### src/rtl/char_draw_arbiter.sv
// Round-robin arbiter that shares one LCD glyph renderer between NUM_REQ text sources.
// req_ready/req_done are same-cycle pulses; the glyph fields are latched at accept.
module char_draw_arbiter #(
  parameter int NUM_REQ     = 4,
  parameter int TIMEOUT_CYC = 1000000
) (
  input  logic                 sys_clk,
  input  logic                 sys_rst_n,
  input  logic                 init_done,
  input  logic [NUM_REQ-1:0]   req_valid,
  input  logic [7*NUM_REQ-1:0] req_ascii,
  input  logic [9*NUM_REQ-1:0] req_x,
  input  logic [9*NUM_REQ-1:0] req_y,
  input  logic [NUM_REQ-1:0]   req_size,
  output logic [NUM_REQ-1:0]   req_ready,
  output logic [NUM_REQ-1:0]   req_done,
  output logic                 show_char_flag,
  output logic [6:0]           ascii_num,
  output logic [8:0]           start_x,
  output logic [8:0]           start_y,
  output logic                 en_size,
  input  logic                 show_char_done,
  output logic                 busy,
  output logic                 timeout_err
);

  localparam int GW    = (NUM_REQ > 1) ? $clog2(NUM_REQ) : 1;
  localparam int CNT_W = (TIMEOUT_CYC > 2) ? $clog2(TIMEOUT_CYC) : 1;
  localparam logic [CNT_W-1:0] WD_LAST   = CNT_W'(TIMEOUT_CYC - 1);
  localparam logic [GW:0]      NUM_REQ_W = (GW+1)'(NUM_REQ);
  localparam logic [GW-1:0]    LAST_INIT = GW'(NUM_REQ - 1);

  typedef enum logic [1:0] {
    ST_IDLE,
    ST_LAUNCH,
    ST_WAIT
  } state_t;

  state_t            state_reg, state_next;
  logic [GW-1:0]     grant_reg, grant_next;
  logic [GW-1:0]     last_grant_reg, last_grant_next;
  logic [6:0]        ascii_reg, ascii_next;
  logic [8:0]        x_reg, x_next;
  logic [8:0]        y_reg, y_next;
  logic              size_reg, size_next;
  logic [CNT_W-1:0]  wd_reg, wd_next;
  logic              terr_reg, terr_next;

  logic              accept;
  logic              finish;

  logic [6:0]        ascii_arr [NUM_REQ];
  logic [8:0]        x_arr     [NUM_REQ];
  logic [8:0]        y_arr     [NUM_REQ];

  genvar gi;
  generate
    for (gi = 0; gi < NUM_REQ; gi++) begin : g_slice
      assign ascii_arr[gi] = req_ascii[7*gi +: 7];
      assign x_arr[gi]     = req_x[9*gi +: 9];
      assign y_arr[gi]     = req_y[9*gi +: 9];
    end
  endgenerate

  // Rotate the valid vector so bit 0 is the requester just after last_grant.
  logic [2*NUM_REQ-1:0] dbl_valid;
  logic [NUM_REQ-1:0]   rot_valid;
  logic [GW:0]          rot_base;
  logic [GW-1:0]        rot_off;
  logic                 rot_hit;
  logic [GW:0]          pick_sum;
  logic [GW-1:0]        pick_idx;

  assign dbl_valid = {req_valid, req_valid};
  assign rot_base  = {1'b0, last_grant_reg} + (GW+1)'(1);
  assign rot_valid = dbl_valid[rot_base +: NUM_REQ];

  always_comb begin
    rot_hit = 1'b0;
    rot_off = '0;
    for (int k = NUM_REQ - 1; k >= 0; k--) begin
      if (rot_valid[k]) begin
        rot_hit = 1'b1;
        rot_off = GW'(k);
      end
    end
  end

  assign pick_sum = rot_base + {1'b0, rot_off};
  assign pick_idx = (pick_sum >= NUM_REQ_W) ? GW'(pick_sum - NUM_REQ_W) : GW'(pick_sum);

  always_ff @(posedge sys_clk or negedge sys_rst_n) begin
    if (!sys_rst_n) begin
      state_reg      <= ST_IDLE;
      grant_reg      <= '0;
      last_grant_reg <= LAST_INIT;
      ascii_reg      <= '0;
      x_reg          <= '0;
      y_reg          <= '0;
      size_reg       <= 1'b0;
      wd_reg         <= '0;
      terr_reg       <= 1'b0;
    end else begin
      state_reg      <= state_next;
      grant_reg      <= grant_next;
      last_grant_reg <= last_grant_next;
      ascii_reg      <= ascii_next;
      x_reg          <= x_next;
      y_reg          <= y_next;
      size_reg       <= size_next;
      wd_reg         <= wd_next;
      terr_reg       <= terr_next;
    end
  end

  always_comb begin
    state_next      = state_reg;
    grant_next      = grant_reg;
    last_grant_next = last_grant_reg;
    ascii_next      = ascii_reg;
    x_next          = x_reg;
    y_next          = y_reg;
    size_next       = size_reg;
    wd_next         = wd_reg;
    terr_next       = terr_reg;
    accept          = 1'b0;
    finish          = 1'b0;

    case (state_reg)
      ST_IDLE: begin
        if (init_done && rot_hit) begin
          accept     = 1'b1;
          grant_next = pick_idx;
          ascii_next = ascii_arr[pick_idx];
          x_next     = x_arr[pick_idx];
          y_next     = y_arr[pick_idx];
          size_next  = req_size[pick_idx];
          state_next = ST_LAUNCH;
        end
      end
      ST_LAUNCH: begin
        wd_next = '0;
        if (!init_done) begin
          last_grant_next = grant_reg;
          state_next      = ST_IDLE;
        end else begin
          state_next = ST_WAIT;
        end
      end
      ST_WAIT: begin
        // Losing init_done aborts silently; the requester must present again.
        if (!init_done) begin
          last_grant_next = grant_reg;
          state_next      = ST_IDLE;
        end else if (show_char_done) begin
          finish          = 1'b1;
          last_grant_next = grant_reg;
          state_next      = ST_IDLE;
        end else if (wd_reg == WD_LAST) begin
          finish          = 1'b1;
          terr_next       = 1'b1;
          last_grant_next = grant_reg;
          state_next      = ST_IDLE;
        end else if (wd_reg != {CNT_W{1'b1}}) begin
          wd_next = wd_reg + 1'b1;
        end
      end
      default: begin
        state_next = ST_IDLE;
      end
    endcase
  end

  // req_ready is gated by the reset so every output reads 0 while reset is held.
  generate
    for (gi = 0; gi < NUM_REQ; gi++) begin : g_pulse
      assign req_ready[gi] = sys_rst_n & accept & (pick_idx == GW'(gi));
      assign req_done[gi]  = finish & (grant_reg == GW'(gi));
    end
  endgenerate

  assign show_char_flag = (state_reg == ST_LAUNCH);
  assign busy           = (state_reg != ST_IDLE);
  assign ascii_num      = ascii_reg;
  assign start_x        = x_reg;
  assign start_y        = y_reg;
  assign en_size        = size_reg;
  assign timeout_err    = terr_reg;

endmodule

### config.mk
export PLATFORM = sky130hd
export DESIGN_NAME = char_draw_arbiter
export DESIGN_NICKNAME = d
export VERILOG_FILES = /design/src/rtl/char_draw_arbiter.sv
export SDC_FILE = /design/constraint.sdc
export NUM_CORES = 1
export LEC_CHECK = 0
export ABC_AREA = 1
export CORE_ASPECT_RATIO = 1.2
export CORE_MARGIN = 5
export CORE_UTILIZATION = 46
export CTS_BUF_LIST = sky130_fd_sc_hd__clkbuf_4 sky130_fd_sc_hd__clkbuf_8
export DETAILED_ROUTE_END_ITERATION = 12
export GPL_TIMING_DRIVEN = 0
export PLACE_DENSITY_LB_ADDON = 0.1
export SETUP_SLACK_MARGIN = 0.5
export SYNTH_ARGS = -nofsm -noshare
export SYNTH_HDL_FRONTEND = slang
export SYNTH_SLANG_ARGS = --single-unit
export TNS_END_PERCENT = 50
### constraint.sdc
create_clock -name sys_clk -period 3 [get_ports sys_clk]
set_input_delay 0.6 -clock sys_clk [delete_from_list [all_inputs] [get_ports sys_clk]]
set_output_delay 0.6 -clock sys_clk [all_outputs]
set_load 0.02 [all_outputs]
Word level (Yosys, flattened, before mapping)

Index checks and enable logic that the tools add are counted.

Logic and storage cells: 98
Input bits: 112
Memory bits (writable): 0
Memories: 0
Output and inout bits: 37
Register bits: 53
Memory bits (read-only): 0
Latch bits: 0

Shifts and indexed selects: 1
Magnitude comparators: 3
Reductions and logical operators: 11
Bitwise logic cells: 11
Add/subtract/negate cells: 4
Divide/modulo/power cells: 0
Muxes and demuxes: 42
Equality and inequality tests: 17
Multipliers: 0

Operator list:

| operator                                            | number |
|---|---|
| two-way mux 20 bit                                  | 4 |
| case mux 20 bit (2 select lines)                    | 1 |
| binary-select mux 9 bit (select 2 bit)              | 2 |
| two-way mux 9 bit                                   | 4 |
| two-way mux 2 bit                                   | 14 |
| adder 20 x 1 -> 20 bit, second input constant       | 1 |
| equality test 20 bit, second input constant         | 1 |
| inequality test 20 bit, second input constant       | 1 |
| binary-select mux 7 bit (select 2 bit)              | 1 |
| two-way mux 7 bit                                   | 2 |
| inequality test 2 bit, second input constant        | 6 |
| two-way mux 1 bit                                   | 11 |
| equality test 2 bit, second input constant          | 5 |
| AND 1 bit                                           | 9 |
| indexed part select 8 x 4 -> 4 bit                  | 1 |
| equality test 2 x 1 -> 1 bit, second input constant | 3 |
| >= comparator 3 bit, second input constant          | 2 |
| logical NOT 2 bit                                   | 3 |
| case mux 2 bit (3 select lines)                     | 1 |
| AND reduction 5 bit                                 | 1 |
| inequality test 4 bit, second input constant        | 1 |
| case mux 2 bit (2 select lines)                     | 1 |
| AND reduction 2 bit                                 | 2 |
| AND reduction 4 bit                                 | 1 |
| other kinds (10)                                    | 11 |

Logic depth before layout (Yosys ltp)

Gate-level depths: netlist of the first run.

Depth after elaboration: 13
Gate-level depth with buffers: 16
Mapped depth without buffers: 15

Worst setup path after synthesis of the first run

No wires, ideal clock.

Path type: register to output
Start: register last_grant_reg[0]
End: output req_ready[1]
Stages on the path, launching flop included: 15
Path buffers: 0
Setup slack: 89 ps
Data required time: 2400 ps
Data arrival time: 2311 ps
Cells stage by stage: dfstp_2 > inv_2 > nand2_1 > nand3_1 > nand2_2 > nand3_1 > nand2_1 > nand2_1 > ha_1 > xor2_1 > inv_1 > nand3_4 > nand2_4 > inv_1 > nor3_1

Cells in the longest elaborated chain, start to end: 11
Elaborated cells on any way between the ends: 20
Classes of those cells: 3 x add/sub; 1 x order compare; 1 x eq/ne; 1 x shift; 11 x mux; 2 x bitwise; 1 x reduce/logical

Ends and longest elaborated chain:

| item                                                                | RTL line | text |
|---|---|---|
| from (decl)                                                         | 41       | `logic [GW-1:0] last_grant_reg, last_grant_next;` |
| from (signal assigned)                                              | 106      | `last_grant_reg <= last_grant_next;` |
| adder 2 x 1 -> 3 bit *                                              | 75       | `assign rot_base = {1'b0, last_grant_reg} + (GW+1)'(1);` |
| indexed part select 8 x 4 -> 4 bit                                  | 76       | `assign rot_valid = dbl_valid[rot_base +: NUM_REQ];` |
| two-way mux 2 bit or two-way mux 1 bit (tied branches) (4 in a row) | 82       | `if (rot_valid[k]) begin` |
| adder 3 x 2 -> 3 bit or logical AND 1 bit (tied branches)           | 89, 131  |  |
| >= comparator 3 bit (tied with other cells)                         | 90       | `assign pick_idx = (pick_sum >= NUM_REQ_W) ? GW'(pick_sum - NUM_REQ_W) : GW'(pick_sum);` |
| two-way mux 2 bit or two-way mux 1 bit (tied branches)              | 90, 129  |  |
| equality test 2 x 1 -> 1 bit or AND 1 bit (tied branches)           | 177      | `assign req_ready[gi] = sys_rst_n & accept & (pick_idx == GW'(gi));` |
| AND 1 bit *                                                         | 177      |  |
| to (decl)                                                           | 15       | `output logic [NUM_REQ-1:0] req_ready,` |

Every way passes the cells marked *; elsewhere a longest branch is shown, timed or not.

Final worst setup path of the first run

Same ends and word-level chain as after synthesis.

==> run_results.csv, run 1 <==
group,metric,value,unit
floorplanning,core.rowCount,36,
placed_design,routabilityCongestion,0.873,
logic_synthesis,synthDistinctLibCells,28,
timing,drv_slew,0,
final_layout,postLayoutCoreUtil,73.9,%
placed_design,pre_cts_ws,-0.938,ns
route,first_pass_iters,4,
setup_path,r2r_slack,0.59,ns
timing,slew_headroom,70.1,%
timing,finalSetupViolCount,3,
hold_path,worst_hold_path_type,"input port to asynchronous set/reset pin",
floorplanning,ios,149,
final_layout,final_common_cell,"nand2_1",
logic_synthesis,syn_area_per_cell,7.31,um^2
cts,clock_latency,0.32,ns
global_route,grt_pass1_vias,4559,
cts,numCtsBuffers,5,
setup_path,path_max_fanout,6,
logic_synthesis,synthTopCellsByArea,"dfrtp_1 (33%), nand2_1 (19%), mux2i_1 (13%), nand3_1 (7.9%), nor2_1 (5.0%)",
final_layout,nets,831,
final_layout,diodes,0,
pwr,total_power,6.73,mW
setup_path,cp-end-kind,"output port",
placed_design,place_hpwl,9930,um
cts,cts.sink_count,53,
route,wl,12800,um
setup_path,r2r_start,"last_grant_reg[0]",
outcome,failed_checks,"negative setup slack",
global_route,track_usage,25.4,%
final_layout,syn_to_final_growth,55.3,%
route,drt_iter0_markers,161,
route,antenna_left,0,
floorplanning,coreArea,8200,um^2
timing,fin_ws,-0.0362,ns
pwr,ir_drop,0.902,mV
logic_synthesis,syn_area,3900,um^2
global_route,grt_pass1_wl,21200,um
logic_synthesis,ys_ff_latch,53,
cts,clock-root-buffer,"clkbuf_8",
cts,htree_levels,2,
route,routedWlPerCell,15.5,um
logic_synthesis,synth_ff_type,"dfrtp_1",
floorplanning,die-area,10400,um^2
final_layout,drive_gt1_share,18.2,%
route,vias,4235,
cts,tritoncts,"yes",
floorplanning,initial_core_util,47.6,%
timing,period_minus_slack,3.04,ns
floorplanning,die_h,111,um
placed_design,port_buffers,148,
flow_run,drv_cap,0,
logic_synthesis,synth_top_cell_by_area,"dfrtp_1",
timing,rsz0062_at_grt,"true",
route,via_per_inst,5.12,
cts,path_clk_slew,0.10,ns
final_layout,fillers,660,
logic_synthesis,syn_inst,534,
logic_synthesis,synth_edf_count,0,
pwr,power.density,1110,nW/um^2
final_layout,final_cell_mix,"nand2_1 (192), clkdlybuf4s50_1 (135), nand3_1 (57), mux2i_1 (50), dfrtp_1 (48)",
global_route,overflow,0,
setup_path,crit_type,"register to output port",
setup_path,startpoint_type,"register",
global_route,antenna_found_initial,0,
setup_path,rr_worst_depth,14,
logic_synthesis,yosysSeqAreaShare,34.0,%
setup_path,cp.required,2.40,ns
pwr,leakage,2.77,nW
timing,hold_viol_final,0,
final_layout,multi_input_area,2530,um^2
cts,clock_path_buffers,2,
timing,fin_skew,0.00690,ns
logic_synthesis,syn-num-nets,653,
timing,post-route-period-util,101,%
timing,worstMarginPinSlew,0.449,ns
setup_path,arrival,2.44,ns
final_layout,largest_reg_flops,20,
floorplanning,dieWidth,94.1,um
setup_path,r2r-end,"start_x[8]",
global_route,grt_max_degree,38,
final_layout,seq_area,1330,um^2
logic_synthesis,synth_top_area_share,32.7,%
cts,cts.hold.buffers_added,0,
logic_synthesis,synth_warnings,0,
route,drc,0,
timing,fmax,0.329,GHz
outcome,status,"complete, but fails checks",
logic_synthesis,synthArstFlopShare,100,%
timing,fin_setup_tns,-0.0530,ns
## synth_stat cells, types with 4 or more instances
master and count:
xor2_1 12, nand2_2 4, clkbuf_1 5, nand4_1 4, ha_1 7, buf_6 5, nand3_1 62, inv_2 7
dfrtp_1 51, nor2_1 52, o21ai_0 8, mux2i_1 52, nand2_4 4, nor3_1 5, nand3_2 11, nand2_1 201
inv_1 18, buf_2 11
## per-stage QoR
step	hold slack [ns]	instance area, um^2	cells
after floorplan	0.304	3970	534
after global placement	0.463	5590	796
after detailed placement	0.465	5610	797
after CTS	0.219	5940	824
after global routing	0.237	6060	827
final	0.220	6060	827
## area by class of cell
type,count,area share (%)
Clock buffer,5,1.14
Inverter,25,1.67
Tap cell,114,2.35
Buffer,24,3.65
Timing Repair Buffer,171,27.1
Clock inverter,3,0.289
Sequential cell,53,22.0
Multi-Input combinational cell,432,41.8
## logic make-up (layout without fill, tap and decap cells)
group / after synthesis / after routing / synth area share, %
AOI/OAI and AO/OA: 10 / 10 / 1.44
xor gates and xnor gates: 15 / 15 / 3.37
adders and majority gates: 7 / 7 / 2.24
buffers and inverters: 49 / 228 / 6.22
DFF: 53 / 53 / 34.0
muxes: 52 / 52 / 13.3
and+or+nand+nor: 348 / 348 / 39.4
## what timing repair did
| item | in CTS | in global routing |
|---|---|---|
| pin swaps | 14 | 5 |
| gates resized for setup | 84 | 33 |
| setup endpoints to repair | 34 | 31 |
| buffers inserted | 19 | 3 |
| hold endpoints to repair | 0 | 0 |
## per-layer routing
layer / vias to the layer above / routed length [um] / part of all wire, % / GRT usage, %
li1: 2072 / - / - / -
met1: 1971 / 4580 / 36 / 26.9
met2: 150 / 6870 / 54 / 45.0
met3: 42 / 833 / 6.5 / 7.26
met4: 0 / 517 / 4.0 / 12.5
met5: - / 0 / 0 / 0
## power by group
part           internal [mW]  total, mW  leakage (nW)  switching [mW]
registers              0.961       1.13         0.676           0.168
logic                   2.28       5.20          2.05            2.92
clock network          0.162      0.405        0.0439           0.244
## critical path, cell delays in order, from the launching register on
cell	delay [ns]
dfstp_2	0.63
inv_4	0.08
nand2_4	0.06
nand3_2	0.07
nand2_2	0.09
nand3_2	0.07
nand2_2	0.07
nand2_2	0.08
ha_4	0.18
xor2_4	0.16
inv_2	0.07
nand3_4	0.09
nand2_8	0.10
inv_6	0.05
nor3_4	0.18
buf_6	0.14
## worst max path at each step
stage,end,cells past startpoint,slack [ns],start
6_report,req_ready[1],15,-0.04,last_grant_reg[0]
5_1_grt,req_ready[1],15,-0.13,last_grant_reg[0]
4_1_cts,req_ready[0],16,0.03,last_grant_reg[0]
3_5_place_dp,req_ready[0],16,-0.94,req_valid[0]
3_3_place_gp,req_ready[1],4,-1.90,sys_rst_n
2_1_floorplan,req_ready[0],15,0.32,last_grant_reg[0]
(Power assumes the default switching activity.)
==> run 2: changes to the inputs <==
--- a/config.mk
+++ b/config.mk
@@ -19,2 +19 @@
 export SYNTH_SLANG_ARGS = --single-unit
-export TNS_END_PERCENT = 50
==> constraint.sdc (replaced) <==
create_clock -name sys_clk -period 3 [get_ports sys_clk]
set_input_delay 0.45 -clock sys_clk [delete_from_list [all_inputs] [get_ports sys_clk]]
set_output_delay 0.45 -clock sys_clk [all_outputs]
set_load 0.02 [all_outputs]
==> run_results.csv, run 2 (synthesis results as in run 1) <==
group,metric,value,unit
outcome,status,"finished, final reports clean",
route,drt_iter0_markers,105,
timing,rsz0062_at_grt,"true",
floorplanning,ios,149,
setup_path,crit_type,"register to output port",
timing,fin_ws,0.120,ns
timing,drv_slew,0,
pwr,power.density,1110,nW/um^2
final_layout,final_cell_mix,"nand2_1 (187), clkdlybuf4s50_1 (139), nand3_1 (55), mux2i_1 (52), dfrtp_1 (49)",
setup_path,critPathBufInv,4,
pwr,combPwrFrac,76.9,%
flow_run,drv_cap,0,
setup_path,cp.required,2.55,ns
setup_path,path_delay_family,"simple AND/OR/NAND/NOR gates",
route,vias,4151,
final_layout,syn_to_final_growth,53.8,%
timing,fin_setup_tns,0,ns
floorplanning,die_h,111,um
pwr,sequentialPowerShare,16.7,%
global_route,grt_pass1_wl,20200,um
final_layout,fillers,629,
placed_design,port_buffers,148,
floorplanning,initial_core_util,47.6,%
pwr,leakage,2.74,nW
cts,clock-root-buffer,"clkbuf_8",
route,antenna_left,0,
timing,post-route-period-util,96.0,%
final_layout,final_common_cell,"nand2_1",
pwr,clockPowerShare,6.4,%
placed_design,dp.cells,797,
global_route,antenna_found_initial,0,
timing,fmax,0.347,GHz
global_route,overflow,0,
floorplanning,dieWidth,94.1,um
cts,cts.sink_count,53,
setup_path,startpoint_type,"register",
floorplanning,coreArea,8200,um^2
final_layout,nets,822,
setup_path,path_cells,"inv_4, nand2_1, nand3_2, nand2_2, nand2_2, nand2_2, ha_4, xor2_4, inv_2, nand3_4, nand2_8, buf_8, nand2_4, nor2_4, buf_6",
timing,slew_headroom,68.7,%
timing,finalSetupViolCount,0,
setup_path,cp-end-kind,"output port",
final_layout,multi_input_area,2540,um^2
setup_path,critPathMaxStageDelay,0.59,ns
global_route,track_usage,24.0,%
timing,worstMarginPinSlew,0.470,ns
route,routedWlPerCell,15.2,um
route,drc,0,
cts,clock_latency,0.31,ns
pwr,p_sw_share,49.4,%
pwr,power.internal,3.38,mW
cts,path_clk_slew,0.10,ns
setup_path,path_max_fanout,6,
final_layout,postLayoutCoreUtil,73.2,%
final_layout,final_cells,818,
cts,clock_path_buffers,2,
timing,period_minus_slack,2.88,ns
setup_path,path_common_cell,"nand2_2",
global_route,grt_pass1_vias,4302,
pwr,ir_drop,0.715,mV
final_layout,seq_area,1330,um^2
pwr,p_switching,3.30,mW
final_layout,largest_reg_flops,20,
cts,htree_levels,2,
final_layout,diodes,0,
pwr,total_power,6.67,mW
route,first_pass_iters,4,
cts,tritoncts,"yes",
floorplanning,core.rowCount,36,
hold_path,worst_hold_path_type,"input port to asynchronous set/reset pin",
timing,hold_viol_final,0,
setup_path,arrival,2.43,ns
route,via_per_inst,5.07,
placed_design,place_hpwl,9660,um
route,wl,12400,um
floorplanning,die-area,10400,um^2
placed_design,routabilityCongestion,0.957,
placed_design,pre_cts_ws,-0.603,ns
cts,numCtsBuffers,5,
final_layout,drive_gt1_share,17.3,%
global_route,grt_max_degree,38,
setup_path,worst_path_max_delay_cell,"dfstp_2",
timing,fin_skew,0.0115,ns
## run 2: stage by stage
stage,cell area (um^2),hold slack [ns]
5_1_grt,6000,0.110
2_1_floorplan,3970,0.154
6_report,6000,0.0801
3_5_place_dp,5610,0.429
4_1_cts,5880,0.0889
3_3_place_gp,5590,0.461
## run 2: worst paths after layout
| path | from | depth (start not counted) | endpoint | slack (ns) |
|---|---|---|---|---|
| min reg2reg | start_y[0] | 2 | start_y[0] | 0.49 |
| min | sys_rst_n | 1 | state_reg[0] | 0.08 |
| min in group sys_clk | start_y[0] | 2 | start_y[0] | 0.49 |
| max reg2reg | last_grant_reg[0] | 15 | start_x[7] | 0.53 |
| max | last_grant_reg[0] | 15 | req_ready[0] | 0.12 |
| max in group asynchronous | sys_rst_n | 2 | last_grant_reg[0] | 2.30 |
## run 2: area by class of cell
| cell class | count | area share, % |
|---|---|---|
| tap | 114 | 2.38 |
| sequential | 53 | 22.2 |
| buffer | 24 | 3.35 |
| timing repair buffer | 162 | 26.5 |
| multi-input combinational | 432 | 42.3 |
| inverter | 25 | 1.73 |
| clock buffer | 8 | 1.52 |
## run 2: per-layer routing
| metal | share of wire, % | global-route usage, % |
|---|---|---|
| met5 | 0 | 0 |
| met4 | 2.6 | 8.96 |
| met2 | 54 | 43.2 |
| met1 | 37 | 26.0 |
| met3 | 7.0 | 6.99 |
## run 2: power by group through the flow
stage	clock, mW	sequential, mW	combinational (mW)
floorplan	0	1.31	3.02
global placement	0	1.11	4.44
detailed placement	0	1.12	4.51
CTS	0.436	1.11	4.94
global route	0.455	1.14	5.59
finish	0.428	1.11	5.13
## run 2: what timing repair did
action / CTS / global route
pin swaps: 6 / 3
setup buffers: 9 / 4
resized for setup: 74 / 32
hold buffers: 0 / 0
endpoints found under the setup margin: 34 / 30
==> run 3: changes to the inputs <==
--- a/constraint.sdc
+++ b/constraint.sdc
@@ -3,2 +3,2 @@
 set_output_delay 0.45 -clock sys_clk [all_outputs]
-set_load 0.02 [all_outputs]
+set_load 0.01 [all_outputs]
==> run_results.csv, run 3 (synthesis results as in run 1) <==
group,metric,value,unit
placed_design,dpl_cell_area,5570,um^2
timing,post-route-period-util,97.0,%
floorplanning,dieWidth,94.1,um
final_layout,largest_reg_flops,20,
timing,finalSetupViolCount,0,
pwr,sequentialPowerShare,16.9,%
outcome,status,"finished, final reports clean",
final_layout,drive_gt1_share,17.9,%
placed_design,routabilityCongestion,0.924,
route,first_pass_iters,4,
timing,drv_slew,0,
final_layout,fillers,649,
route,drc,0,
route,antenna_left,0,
final_layout,seq_area,1330,um^2
placed_design,place_hpwl,9770,um
route,routedWlPerCell,15.3,um
timing,fin_skew,0.0143,ns
setup_path,rr_worst_depth,14,
final_layout,nets,823,
cts,path_clk_slew,0.10,ns
floorplanning,ios,149,
pwr,p_sw_share,48.0,%
pwr,total_power,6.60,mW
setup_path,worst_path_max_delay_cell,"dfstp_2",
cts,cts.hold.buffers_added,0,
timing,slew_headroom,70.4,%
cts,numCtsBuffers,5,
final_layout,diodes,0,
floorplanning,initial_core_util,47.6,%
route,via_per_inst,5.12,
setup_path,cp-end-kind,"output port",
pwr,p_switching,3.17,mW
global_route,overflow,0,
setup_path,crit_type,"register to output port",
floorplanning,coreArea,8200,um^2
timing,period_minus_slack,2.91,ns
cts,htree_levels,2,
global_route,grt_pass1_vias,4371,
pwr,power.density,1100,nW/um^2
final_layout,syn_to_final_growth,53.4,%
floorplanning,core.rowCount,36,
final_layout,multi_input_area,2510,um^2
cts,tritoncts,"yes",
setup_path,arrival,2.46,ns
timing,fmax,0.344,GHz
cts,clock_path_buffers,2,
flow_run,drv_cap,0,
timing,hold_viol_final,0,
final_layout,final_common_cell,"nand2_1",
global_route,track_usage,24.0,%
setup_path,cp.required,2.55,ns
route,wl,12500,um
cts,cts.sink_count,53,
timing,worstMarginPinSlew,0.444,ns
pwr,leakage,2.74,nW
floorplanning,die-area,10400,um^2
setup_path,path_max_fanout,4,
setup_path,path_cells,"buf_6, nand2_4, nand3_2, nand2_2, nand3_2, nand2_2, nand2_4, ha_4, xor2_2, buf_4, nand2_8, nand2_8, buf_8, nand2_2, nor2_2, buf_6",
cts,clock-root-buffer,"clkbuf_8",
route,drt_iter0_markers,187,
timing,rsz0062_at_grt,"true",
pwr,clockPowerShare,6.3,%
setup_path,path_common_cell,"nand2_2",
final_layout,final_cell_mix,"nand2_1 (189), clkdlybuf4s50_1 (138), nand3_1 (55), mux2i_1 (49), dfrtp_1 (48)",
pwr,ir_drop,0.714,mV
hold_path,worst_hold_path_type,"input port to asynchronous set/reset pin",
route,vias,4196,
global_route,grt_pass1_wl,20100,um
pwr,combPwrFrac,76.8,%
cts,clock_latency,0.31,ns
pwr,power.internal,3.43,mW
final_layout,design_area,5990,um^2
global_route,grt_max_degree,41,
setup_path,startpoint_type,"register",
setup_path,critPathMaxStageDelay,0.59,ns
global_route,antenna_found_initial,0,
floorplanning,die_h,111,um
final_layout,postLayoutCoreUtil,73.0,%
placed_design,port_buffers,148,
[run 3: changes by cell type in the layout (fill, tap and decap cells not counted), moves of 3 or more]
cell / delta
buf_2: -5
nor2_2: +5
clkbuf_2: +4
clkbuf_4: -4
nor2_4: -4
buf_6: +3
mux2i_1: -3
mux2i_2: +3
nand2_2: -3
[run 3: repair_timing]
action	CTS	global route
buffers inserted	13	1
setup endpoints to repair	34	34
resized for setup	58	60
endpoints found under the hold margin	0	0
pin swaps	7	11
[run 3: cell type report]
class	instances	share of cell area (%)
Buffer	24	3.76
Clock buffer	6	1.27
Clock inverter	2	0.167
Inverter	25	1.69
Multi-Input combinational cell	432	42.0
Sequential cell	53	22.3
Tap cell	114	2.38
Timing Repair Buffer	163	26.5
[run 3: worst max-delay path, delay by kind of cell (launching register included)]
kind / cells / cell delay, ns
and+or+nand+nor: 10 / 0.72
DFF: 1 / 0.59
buffers and inverters: 4 / 0.54
xor gates and xnor gates: 1 / 0.16
adders and majority gates: 1 / 0.14
[run 3: through the flow]
stage / hold slack [ns] / std cells / setup TNS (ns) / setup WS (ns)
final: 0.0370 / 819 / 0 / 0.0898
after global routing: 0.0601 / 819 / -0.0524 / -0.0292
after CTS: 0.0489 / 818 / 0 / 0.148
after detailed placement: 0.394 / 797 / -4.81 / -0.553
after global placement: 0.460 / 796 / -16.82 / -1.40
after floorplan: 0.154 / 534 / 0 / 0.503
[run 3: power groups by stage]
stage	sequential (mW)	combinational (mW)	clock [mW]
2_1_floorplan	1.18	2.89	0
3_3_place_gp	1.11	4.18	0
3_5_place_dp	1.12	4.30	0
4_1_cts	1.11	4.73	0.421
5_1_grt	1.15	5.49	0.447
6_report	1.12	5.07	0.413
[run 3: path summary, 6_finish.rpt]
check,from,end,slack (ns)
max,last_grant_reg[0],req_ready[0],0.09
min,sys_rst_n,state_reg[0],0.04
max reg2reg,last_grant_reg[0],ascii_num[6],0.58
min reg2reg,ascii_num[4],ascii_num[4],0.49
max in group asynchronous,sys_rst_n,last_grant_reg[0],2.38
min in group sys_clk,ascii_num[4],ascii_num[4],0.49
[run 3: metal layers]
layer	global-route usage (%)	vias up	routed length (um)
li1	-	2061	-
met1	25.6	1959	4600
met2	44.3	153	6720
met3	6.72	23	896
met4	7.71	0	305
met5	0	-	0
==> edit 1: new RTL, config.mk and constraints of run 1 <==
Put one more register stage on the output `timeout_err`, cleared by the reset. The value now appears one clock later. The other outputs are not delayed to match.
--- a/src/rtl/char_draw_arbiter.sv
+++ b/src/rtl/char_draw_arbiter.sv
@@ -186,5 +186,11 @@
   assign start_y        = y_reg;
   assign en_size        = size_reg;
-  assign timeout_err    = terr_reg;
+  always_ff @(posedge sys_clk or negedge sys_rst_n) begin
+    if (!sys_rst_n) begin
+      timeout_err <= '0;
+    end else begin
+      timeout_err <= terr_reg;
+    end
+  end
 
 endmodule
Behaviour: no difference found for any inputs over 4 cycles, from zero or initial values and one cycle with sys_rst_n low; that may be too few to reach the edited logic, so the function may still have changed.
==> edit 1 against run 1 <==
  * The flow still finishes with violations (negative setup slack)
  * Worst setup slack got worse by 0.016 ns
  * Total power increased by 3.9%
  * Non-clock buffer count decreased by 4
  * Clock power increased by 7.9%
  * Sequential cell count increased by 1
  * Hold slack got worse by 0.023 ns
  * Highest routed layer unchanged
  * Synthesized cell count increased by 0.19%
  * Die area increased by 0.58%
  * Routed wire length decreased by 1.8%
  * Global-route usage decreased by 1.4 points
  * Final area increased by 0.58%
  * Synthesized area increased by 0.64%
  * Final cell count unchanged
  * Largest power group unchanged
==> edit 1: results <==
synthesis:
  avgSynthCellArea_um2: 7.34
  yosysWarnings: 0
  ys.flop_type: "dfrtp_1"
  synth_area_leaders: "dfrtp_1 (33%), nand2_1 (19%), mux2i_1 (13%)"
  synth_common_cells: "nand2_1 (201), nand3_1 (62), dfrtp_1 (52), mux2i_1 (52), nor2_1 (52)"
  syn_nets: 654
  yosysUniqueCellTypes: 28
  async_flop_share_pct: 100
  yosysSeqAreaShare_pct: 34.5
grt:
  met2_usage_pct: 44.3
  use_met3_pct: 5.84
  antenna_found_initial: 0
  grt-ovfl-total: 0
  grt_max_degree: 41
  grt_usage_pct: 24.0
  grt_pass1_vias: 4345
  grt_use_met1_pct: 26.9
  grt_pass1_wl_um: 20200
placed_design:
  dp_worst_setup_slack_ns: -0.923
  gp_congestion: 0.916
  place_area_um2: 5630
  dp.cells: 801
  dpl.hpwl_um: 9670
power:
  p_leak_nw: 2.78
  vdd_drop_max_uv: 968
route:
  vias: 4201
  viasPerCell: 5.08
  drt-total-wl_um: 12600
  first_iter_violations: 121
  firstDrtPassIters: 4
outcome:
  status: "finished, violations left"
  violations: "negative setup slack"
cts:
  insertion_delay_ns: 0.31
  cts-root-buf: "clkbuf_8"
  cts_buffer_depth: 2
  h-tree-depth: 2
  numCtsBuffers: 5
finish:
  largest_register_ffs: 20
  final_nets: 828
  fillCellCount: 686
  drive_gt1_share_pct: 17.7
  diodes: 0
worst_setup_path:
  critPathTopFamily: "simple AND/OR/NAND/NOR gates"
  cp_max_fo: 7
  critical_path.max_stage_delay_ns: 0.54
  worstPathArrival_ns: 2.45
timing:
  tightest_slew_ns: 0.442
  setup_tns_ns: -0.117
  fin_skew_ns: 0.0154
  fin_ws_ns: -0.0524
  finalSetupViolations: 3
worst_hold_path:
  hold_class: "in -> async"
[edit 1: final timing paths]
kind / to / from / slack (ns) / cells after the start
hold reg to reg: timeout_err / terr_reg / 0.39 / 0
hold / removal: state_reg[0] / sys_rst_n / 0.20 / 1
min in group sys_clk: timeout_err / terr_reg / 0.39 / 0
max in group asynchronous: wd_reg[0] / sys_rst_n / 2.22 / 2
setup / recovery: req_ready[0] / last_grant_reg[1] / -0.05 / 15
setup reg to reg: ascii_num[4] / last_grant_reg[1] / 0.51 / 13
[edit 1: repair_timing]
| item | in CTS | in global routing |
|---|---|---|
| cloned | 0 | 2 |
| setup endpoints to repair | 34 | 34 |
| pin swaps | 11 | 5 |
| setup buffers | 13 | 3 |
| gates resized for setup | 78 | 48 |
[edit 1: layout make-up]
class | instances | area (um2) | area share, %
Multi-Input combinational cell | 432 | 2500 | 41.1
Timing Repair Buffer | 167 | 1650 | 27.1
Sequential cell | 54 | 1360 | 22.3
Buffer | 24 | 234 | 3.84
Tap cell | 117 | 146 | 2.40
Inverter | 25 | 104 | 1.70
Clock buffer | 7 | 90.1 | 1.48
Clock inverter | 1 | 5.00 | 0.0821
[edit 1: cell families (layout without fill, tap and decap cells)]
group,after synthesis,count (layout),share of synthesized area [%]
multiplexers,52,52,13.2
AND/OR/NAND/NOR,348,348,39.1
XOR/XNOR,15,15,3.34
flip-flops,54,54,34.5
buffers and inverters,49,224,6.18
AO/OA/AOI/OAI,10,10,1.43
adder cells (fa/ha/maj),7,7,2.23
[edit 1: power by group]
| part | switching (mW) | internal [mW] |
|---|---|---|
| Combinational | 2.96 | 2.46 |
| Sequential | 0.162 | 0.975 |
| Clock | 0.241 | 0.196 |
[edit 1: metal layers]
layer	vias up	routed length, um
li1	2072	-
met2	133	6840
met4	0	201
met5	-	0
met3	15	750
met1	1981	4780
[edit 1: worst reg2reg max path, cell delays in order (launching register included)]
cell and delay, ns:
dfstp_2 0.54, buf_6 0.12, inv_1 0.10, nand3_1 0.14, nand2_2 0.09, nand2_2 0.08, nand2_2 0.07, ha_4 0.27
buf_6 0.17, clkbuf_4 0.29, mux2i_1 0.25, nand3_1 0.11, nand3_2 0.08, nand2_1 0.05
==> edit 2: new RTL, flow settings as in run 1 <==
Without the edit above. Set the parameter `TIMEOUT_CYC` to 2000000 (it was 1000000).
--- a/src/rtl/char_draw_arbiter.sv
+++ b/src/rtl/char_draw_arbiter.sv
@@ -3,5 +3,5 @@
 module char_draw_arbiter #(
   parameter int NUM_REQ     = 4,
-  parameter int TIMEOUT_CYC = 1000000
+  parameter int TIMEOUT_CYC = 2000000
 ) (
   input  logic                 sys_clk,
Check against the original RTL: no difference found for any inputs over 4 cycles, from zero or initial values and one cycle with sys_rst_n low; that may be too few to reach the edited logic, so the function may still have changed.
==> edit 2 against run 1 <==
  * The flow still finishes with violations (negative setup slack)
  * Count of clock-buffer cells in the layout is 1 higher
  * First-iteration DRC count is 51% higher
  * Final area is 2.0% higher
  * Synthesized cell count is 6.7% higher
  * Routed wire length is 5.9% higher
  * Hold slack better by 0.17 ns
  * Sequential cell count is 1 higher
  * Synthesized area is 3.1% higher
  * Worst setup slack worse by 0.0079 ns
  * Combinational power is 4.4% higher
  * Total power is 5.0% higher
==> edit 2: results <==
outcome:
  status: "finished, violations left"
  violations: "negative setup slack"
power:
  vdd_drop_max_uv: 721
  p_leak_nw: 2.87
worst_setup_path:
  cp-startpoint: "last_grant_reg[0]"
  crit_end: "req_ready[2]"
  reg2reg_depth: 14
  slowest_stage: "dfstp_2"
  critical_path.max_stage_delay_ns: 0.62
  reg2reg_to: "start_x[6]"
finish:
  clkbuf_count: 6
  area_share_clock_buf_inv_pct: 1.84
  multi_input_area_um2: 2560
  fillCellCount: 668
  seq_share_pct: 21.9
  final_nets: 860
  num-nonclk-buffers: 189
  drive_gt1_share_pct: 14.0
  buf_share_pct: 30.3
  multi_input_gates: 457
  largest_register_ffs: 21
  inv_count: 34
grt:
  use_met3_pct: 5.83
  grt_usage_pct: 25.2
  grt_pass1_vias: 4509
  met2_usage_pct: 46.6
  grt_pass1_wl_um: 21400
  grt_use_met1_pct: 27.5
  grt_max_degree: 36
  grt-ovfl-total: 0
synthesis:
  yosysSeqAreaShare_pct: 33.6
  synth_common_cells: "nand2_1 (217), nand3_1 (77), nor2_1 (55)"
  syn_nets: 689
  yosysUniqueCellTypes: 29
  yosysWarnings: 0
  synth_edf_count: 0
  ys_ff_latch: 54
  synth_area_leaders: "dfrtp_1 (32%), nand2_1 (20%), mux2i_1 (13%)"
cts:
  cts-root-buf: "clkbuf_8"
  post_cts_buffers: 13
  cts.reportedPaths.clkPinSlew_ns: 0.11
  post_cts_resized: 78
route:
  wl_met1_um: 5090
  first_iter_violations: 243
  wl_met3_um: 936
  wl_per_cell_um: 15.8
  vias: 4376
  wl_met2_um: 7270
timing:
  hold_slack_ns: 0.386
  relSlewSlack_pct: 42.9
  fin_ws_ns: -0.0440
  fin_skew_ns: 0.0108
  finalSetupViolations: 3
  setup_tns_ns: -0.106
placed_design:
  gp_congestion: 0.905
  dpl.hpwl_um: 10500
worst_hold_path:
  hold_class: "in -> async"
-- edit 2: kinds of logic after synthesis --
group,after synthesis,synth area share [%]
flops,54,33.6
mux,52,12.9
buf+inv,59,7.28
simple gates,376,39.8
fa+ha+maj,7,2.18
xor+xnor,14,3.05
compound gates,8,1.15
-- edit 2: power by group --
| group | total, mW | internal, mW | switching, mW |
|---|---|---|---|
| combinational | 5.43 | 2.50 | 2.93 |
| clock | 0.507 | 0.259 | 0.249 |
| sequential | 1.14 | 0.975 | 0.160 |
| total | 7.07 | 3.73 | 3.34 |
-- edit 2: per-stage QoR --
stage          instance area (um2)  cells  setup slack [ns]
3_5_place_dp                  5740    836            -0.879
4_1_cts                       6030    857            0.0274
6_report                      6180    859           -0.0440
5_1_grt                       6180    859            -0.179
2_1_floorplan                 4090    570             0.328
3_3_place_gp                  5720    835             -1.98
